`src/rtl/unlock_attempt_guard.sv`:
```
// Attempt gatekeeper in front of the unlocking system: forwards one code word per attempt,
// counts consecutive failures, enforces lockout and times the door pulse. Optional: ATTEMPT_TIMEOUT_EN.
module unlock_attempt_guard #(
    parameter int N                  = 4,
    parameter int MAX_FAILS          = 3,
    parameter int LOCKOUT_CYCLES     = 1000,
    parameter int UNLOCK_HOLD_CYCLES = 50,
    parameter int RESULT_TIMEOUT     = 64
) (
    input  logic                           clk,
    input  logic                           rst,
    input  logic [N-1:0]                   in_data,
    input  logic                           in_valid,
    output logic                           in_ready,
    output logic [N-1:0]                   p_data,
    output logic                           p_valid,
    input  logic                           p_ready,
    input  logic                           unlock,
    input  logic                           pwd_incorrect,
    output logic                           door_open,
    output logic                           locked_out,
    output logic [$clog2(MAX_FAILS+1)-1:0] fail_count,
    output logic                           alarm,
    output logic                           attempt_timeout
);
    localparam int FW = $clog2(MAX_FAILS + 1);
    localparam int LW = $clog2(LOCKOUT_CYCLES + 1);
    localparam int HW = $clog2(UNLOCK_HOLD_CYCLES + 1);
    localparam logic [FW-1:0] FAIL_MAX  = FW'(MAX_FAILS);
    localparam logic [LW-1:0] LOCK_LAST = LW'(LOCKOUT_CYCLES - 1);
    localparam logic [HW-1:0] HOLD_LAST = HW'(UNLOCK_HOLD_CYCLES - 1);

    if (MAX_FAILS < 1 || RESULT_TIMEOUT < 1) begin : g_bad_param
        $error("unlock_attempt_guard: MAX_FAILS and RESULT_TIMEOUT must be at least 1");
    end

    typedef enum logic [2:0] {IDLE, FORWARD, WAIT_RESULT, OPEN, LOCKOUT} state_t;

    state_t        state_reg, state_next;
    logic [N-1:0]  hold_reg, hold_next;
    logic [FW-1:0] fail_count_reg, fail_next, fail_inc;
    logic [HW-1:0] hold_cnt_reg, hold_cnt_next;
    logic [LW-1:0] lock_cnt_reg, lock_cnt_next;
    logic          fail_event;
    logic          in_ready_reg, in_ready_next;
    logic          p_valid_reg, p_valid_next;
    logic          door_open_reg, door_open_next;
    logic          locked_out_reg, locked_out_next;
    logic          alarm_reg, alarm_next;

    // Bit 0 tracks unlock, bit 1 tracks pwd_incorrect; a result is a rising edge only.
    logic [1:0] result_in;
    logic [1:0] result_edge;
    assign result_in = {pwd_incorrect, unlock};

    for (genvar gi = 0; gi < 2; gi++) begin : g_edge
        logic q_reg;
        always_ff @(posedge clk) begin
            if (rst) q_reg <= 1'b0;
            else     q_reg <= result_in[gi];
        end
        assign result_edge[gi] = result_in[gi] & ~q_reg;
    end

`ifdef ATTEMPT_TIMEOUT_EN
    localparam int WW = $clog2(RESULT_TIMEOUT + 1);
    localparam logic [WW-1:0] WAIT_LAST = WW'(RESULT_TIMEOUT - 1);
    logic [WW-1:0] wait_cnt_reg, wait_cnt_next;
    logic          timeout_reg, timeout_next;
`endif

    assign fail_inc = (fail_count_reg == FAIL_MAX) ? FAIL_MAX : fail_count_reg + 1'b1;

    always_ff @(posedge clk) begin
        if (rst) begin
            state_reg      <= IDLE;
            hold_reg       <= '0;
            fail_count_reg <= '0;
            hold_cnt_reg   <= '0;
            lock_cnt_reg   <= '0;
            in_ready_reg   <= 1'b0;
            p_valid_reg    <= 1'b0;
            door_open_reg  <= 1'b0;
            locked_out_reg <= 1'b0;
            alarm_reg      <= 1'b0;
        end else begin
            state_reg      <= state_next;
            hold_reg       <= hold_next;
            fail_count_reg <= fail_next;
            hold_cnt_reg   <= hold_cnt_next;
            lock_cnt_reg   <= lock_cnt_next;
            in_ready_reg   <= in_ready_next;
            p_valid_reg    <= p_valid_next;
            door_open_reg  <= door_open_next;
            locked_out_reg <= locked_out_next;
            alarm_reg      <= alarm_next;
        end
    end

`ifdef ATTEMPT_TIMEOUT_EN
    always_ff @(posedge clk) begin
        if (rst) begin
            wait_cnt_reg <= '0;
            timeout_reg  <= 1'b0;
        end else begin
            wait_cnt_reg <= wait_cnt_next;
            timeout_reg  <= timeout_next;
        end
    end
`endif

    always_comb begin
        state_next    = state_reg;
        hold_next     = hold_reg;
        fail_next     = fail_count_reg;
        hold_cnt_next = hold_cnt_reg;
        lock_cnt_next = lock_cnt_reg;
        alarm_next    = 1'b0;
        fail_event    = 1'b0;
`ifdef ATTEMPT_TIMEOUT_EN
        wait_cnt_next = wait_cnt_reg;
        timeout_next  = 1'b0;
`endif
        case (state_reg)
            IDLE: begin
                if (in_valid && in_ready_reg) begin
                    hold_next  = in_data;
                    state_next = FORWARD;
                end
            end
            FORWARD: begin
                if (p_valid_reg && p_ready) begin
                    state_next = WAIT_RESULT;
`ifdef ATTEMPT_TIMEOUT_EN
                    wait_cnt_next = '0;
`endif
                end
            end
            WAIT_RESULT: begin
                // A wrong-code edge wins over a simultaneous unlock edge.
                if (result_edge[1]) begin
                    fail_event = 1'b1;
                end else if (result_edge[0]) begin
                    fail_next     = '0;
                    hold_cnt_next = '0;
                    state_next    = OPEN;
                end
`ifdef ATTEMPT_TIMEOUT_EN
                else if (wait_cnt_reg == WAIT_LAST) begin
                    timeout_next = 1'b1;
                    fail_event   = 1'b1;
                end else begin
                    wait_cnt_next = wait_cnt_reg + 1'b1;
                end
`endif
            end
            OPEN: begin
                if (hold_cnt_reg == HOLD_LAST) state_next = IDLE;
                else                            hold_cnt_next = hold_cnt_reg + 1'b1;
            end
            LOCKOUT: begin
                if (lock_cnt_reg == LOCK_LAST) begin
                    fail_next  = '0;
                    state_next = IDLE;
                end else begin
                    lock_cnt_next = lock_cnt_reg + 1'b1;
                end
            end
            default: state_next = IDLE;
        endcase

        if (fail_event) begin
            fail_next = fail_inc;
            if (fail_inc == FAIL_MAX) begin
                alarm_next    = 1'b1;
                lock_cnt_next = '0;
                state_next    = LOCKOUT;
            end else begin
                state_next = IDLE;
            end
        end
    end

    // Outputs are registered from the next state so reset forces every one of them low.
    always_comb begin
        in_ready_next   = (state_next == IDLE);
        p_valid_next    = (state_next == FORWARD);
        door_open_next  = (state_next == OPEN);
        locked_out_next = (state_next == LOCKOUT);
    end

    assign in_ready   = in_ready_reg;
    assign p_valid    = p_valid_reg;
    assign p_data     = hold_reg;
    assign door_open  = door_open_reg;
    assign locked_out = locked_out_reg;
    assign fail_count = fail_count_reg;
    assign alarm      = alarm_reg;
`ifdef ATTEMPT_TIMEOUT_EN
    assign attempt_timeout = timeout_reg;
`else
    assign attempt_timeout = 1'b0;
`endif

endmodule

```
`config.mk`:
```
export PLATFORM = sky130hd
export DESIGN_NAME = unlock_attempt_guard
export DESIGN_NICKNAME = d
export VERILOG_FILES = /design/src/rtl/unlock_attempt_guard.sv
export SDC_FILE = /design/constraint.sdc
export NUM_CORES = 1
export LEC_CHECK = 0
export BUFFER_PORTS_ARGS = -buffer_cell sky130_fd_sc_hd__buf_4
export CAP_MARGIN = 20
export CORE_ASPECT_RATIO = 0.5
export CORE_MARGIN = 2
export CORE_UTILIZATION = 29
export DETAILED_ROUTE_END_ITERATION = 6
export PLACE_DENSITY = 0.55
export SLEW_MARGIN = 40
export SYNTH_ARGS = -nofsm -noshare
export SYNTH_HDL_FRONTEND = slang
export SYNTH_SLANG_ARGS = --single-unit
```
`constraint.sdc`:
```
create_clock -name clk -period 3.1 [get_ports clk]
set_input_delay 0.31 -clock clk [delete_from_list [all_inputs] [get_ports clk]]
set_output_delay 0.31 -clock clk [all_outputs]
set_load 0.02 [all_outputs]
```
Yosys cells after proc, flatten, opt, wreduce, memory -nomap -nowiden:

Index checks and enable logic that the tools add are counted.

* output and inout bits: 12
* input port bits: 10
* register bits: 32
* logic and storage cells: 73

* $add $sub $neg: 3
* reduce and logical (&&, ||, !) cells: 10
* bitwise logic cells: 5
* equal/unequal tests: 17
* muxes and demuxes: 26

Operator list (count)
* $mux W10: 4
* $mux W3: 8
* $mux W6: 3
* $pmux W3 S5: 1
* $pmux W6 S2: 1
* $add A10 B1 Y10 const B: 1
* $eq A10 B10 Y1 const B: 1
* $mux W2: 5
* $eq A3 B2 Y1 const B: 3
* $ne A3 B3 Y1 const B: 3
* $reduce_and A4 Y1: 2
* $add A6 B1 Y6 const B: 1
* $eq A3 B1 Y1 const B: 2
* $eq A3 B3 Y1 const B: 2
* $eq A6 B6 Y1 const B: 1
* $logic_not A3 Y1: 2
* $ne A2 B2 Y1 const B: 3
* $eq A2 B2 Y1 const B: 2
* $pmux W2 S2: 1
* $mux W1: 3
* $not A1 Y1: 3
* $reduce_bool A3 Y1: 1
* $add A2 B1 Y2 const B: 1
* $and A1 B1 Y1: 2
* other kinds (4): 5

Depth between registers and ports, before layout:

* depth after elaboration: 7
* depth in mapped cells: 7

Least setup slack after synthesis:

OpenSTA, ideal clock, no wires.

* kind: reg2reg
* start point: register state_reg[2]
* end point: register lock_cnt_reg[6]
* data required time: 3.028 ns
* setup time: 0.072 ns
* slack: 1.223 ns
* path buffers: 2
* cell stages (with the launch flop): 7
* data arrival time: 1.805 ns
* cells stage by stage: dfxtp_1 or3b_1 buf_6 a41o_1 buf_6 or4_1 a21oi_1

* cells in the longest elaborated chain, start to end: 4

RTL lines
* from (decl): RTL line 39 `state_t state_reg, state_next;`
* from (signal assigned): RTL line 87 `state_reg <= state_next;`
* $eq A3 B3 Y1: RTL line 124 `case (state_reg)`
* $mux W10: RTL line 124
* $mux W10: RTL line 174 `if (fail_inc == FAIL_MAX) begin`
* $mux W10 *: RTL line 172 `if (fail_event) begin`
* to (signal assigned): RTL line 91 `lock_cnt_reg <= lock_cnt_next;`
* to (decl): RTL line 43 `logic [LW-1:0] lock_cnt_reg, lock_cnt_next;`

Mark *: on every way between the ends. The rest lies on a longest branch, timed or not.
A chain may end at the register's enable or synchronous reset.

Worst setup path in the final report:

Ends and elaborated chain as after synthesis.

==> impl_metrics.yaml <==
floorplanning:
  ios: 22
  die_y_um: 54.7
  initial_utilization_pct: 30.3
  die_w_um: 105
  dieArea_um2: 5770
  num_rows: 18
  core_um2: 4930
route:
  drc: 0
  wl_um: 3090
  drtPass1Iterations: 4
  drt_iter0_drc: 54
  ant_nets: 0
  vias: 1284
  post_drt_wl_per_cell_um: 12.0
  viasPerCell: 4.98
logic_synthesis:
  ys_dominant_reg_cell: "dfxtp_1"
  yosysTopAreaCellShare_pct: 42.9
  ys_top_cells_by_count: "dfxtp_1 (32), a21oi_1 (13), nor2_1 (12), nand2_1 (11), nand3_1 (10)"
  avgSynthCellArea_um2: 8.99
  synth_most_common_cell: "dfxtp_1"
  synth_edf_count: 0
  ys_seq_area_share_pct: 42.9
  syn-num-nets: 179
  synthCells: 166
  synthTopCellsByArea: "dfxtp_1 (43%), a21oi_1 (4.4%), mux2i_1 (3.4%)"
  ys_seq_elements: 32
  yosys.area.top_type: "dfxtp_1"
  synth_cell_types: 46
  syn_area_um2: 1490
  async_reset_ff_share_pct: 0
  yosysWarnings: 0
setup_path:
  worstPathArrival_ps: 2270
  worstPathMaxFanout: 10
  crit_required_ps: 3310
  crit_path_end_kind: "flip-flop"
  path_class: "flip-flop to flip-flop"
  cp-start-kind: "flip-flop"
run_status:
  status: "finished clean"
sta:
  tightest_slew_ps: 777
  period_share_pct: 66.3
  rsz0062_at_grt: "false"
  fin_setup_tns_ps: 0
  fin_crit_ps: 2060
  hold_viol_final: 0
  slew-limit-headroom_pct: 47.8
  setup_viol: 0
  fmax_ghz: 0.487
  fin_skew_ps: 7.55
  whs_ps: 262
  drv_slew: 0
clocking:
  ctsRootBufferMaster: "clkbuf_8"
  clkTransAtPathRegs_ps: 70
  insertion_delay_ps: 280
  ctsResizeCount: 0
  cts_tree: "done"
  postCtsSetupRepairBufs: 0
  clk_path_buf_depth: 2
  numCtsBuffers: 5
  clock-sinks: 32
  ctsHoldBuffers: 0
  cts-htree-levels: 2
final_layout:
  postLayoutCoreUtil_pct: 36.1
  largest_register_ffs: 10
  num_antenna_cells: 0
  layout-drive-gt1-share_pct: 17.6
  ff_latch_area_um2: 641
  stdcell_count: 258
  fill_cells: 516
  multi_input_area_um2: 788
  areaGrowthSynthToFinish_pct: 19.4
  nets: 200
min_path:
  hp-class: "input pin to flip-flop"
place:
  place_congestion: 0.838
  portBuffers: 20
  dpl.hpwl_um: 2200
  dp.cells: 249
grt:
  grt_pass1_vias: 1076
  grt_max_degree: 16
  grt_usage_pct: 11.2
  overflow: 0
  grt_pass1_wl_um: 4920
  antenna_found_initial: 0
power:
  power_density_nw_per_um2: 462
  p_leak_nw: 0.644
  power_w: 0.000824
  vdd_drop_max_uv: 176
job:
  cap_violations: 0
layer usage:
metal	share of wire [%]	GRT usage [%]	vias to the layer above
met5	0	0	-
met3	3.2	3.57	5
met4	1.6	6.22	0
met1	49	13.6	607
li1	-	-	657
met2	46	18.2	15
metrics by stage:
step                      area, um^2  setup slack, ps
after CTS                       1780             1040
after floorplan                 1490             1220
after global routing            1780              926
after global placement          1690             1120
final                           1780             1040
after detailed placement        1690             1070
layout make-up:
cell class,count,area share (%)
Multi-Input combinational cell,122,44.2
Sequential cell,32,35.9
Timing Repair Buffer,21,8.70
Tap cell,70,4.91
Clock buffer,6,4.63
Inverter,5,1.05
Clock inverter,2,0.561
placed cells by master (no fill, tap or decap), types with 4 or more instances in the layout:
cell      netlist  layout
a21oi_1        13      13
nor3_1          5       5
clkbuf_8        0       6
inv_1           5       5
nand2_1        11      11
o21ai_0         6       6
buf_4           1      20
dfxtp_1        32      32
or3_1           5       5
a2111o_1        4       4
nor2_1         12      12
nand3_1        10      10
mux2i_1         5       5
worst paths after layout:
check                                      from              end  slack, ps  depth (start not counted)
worst max-delay path               state_reg[2]  lock_cnt_reg[6]       1040                          4
worst min-delay path                 in_data[0]        p_data[0]        260                          3
worst min register to register  lock_cnt_reg[9]  lock_cnt_reg[9]        480                          2
worst max register to register     state_reg[2]  lock_cnt_reg[6]       1040                          4
kinds of logic (layout without fill, tap and decap cells):
logic type	count (synthesis)	count (layout)	synth area share (%)
AND/OR/NAND/NOR	73	73	28.0
AO/OA/AOI/OAI	36	36	16.3
flip-flops	32	32	42.9
buffers and inverters	12	34	4.27
multiplexers	5	5	3.35
XOR/XNOR	4	4	2.35
adder cells (fa/ha/maj)	3	3	2.51
other	1	1	0.251
critical path, stage by stage, from the launching register on:
cell	delay, ps
dfxtp_1	460
or3b_1	520
a41o_1	370
or4_1	500
a21oi_1	150
report_power, final:
group / internal, W / switching (W)
clock network: 0.000177 / 0.000155
registers: 0.000420 / 0.00000796
logic: 0.0000291 / 0.0000349
Power figures use the tool's default switching activity.
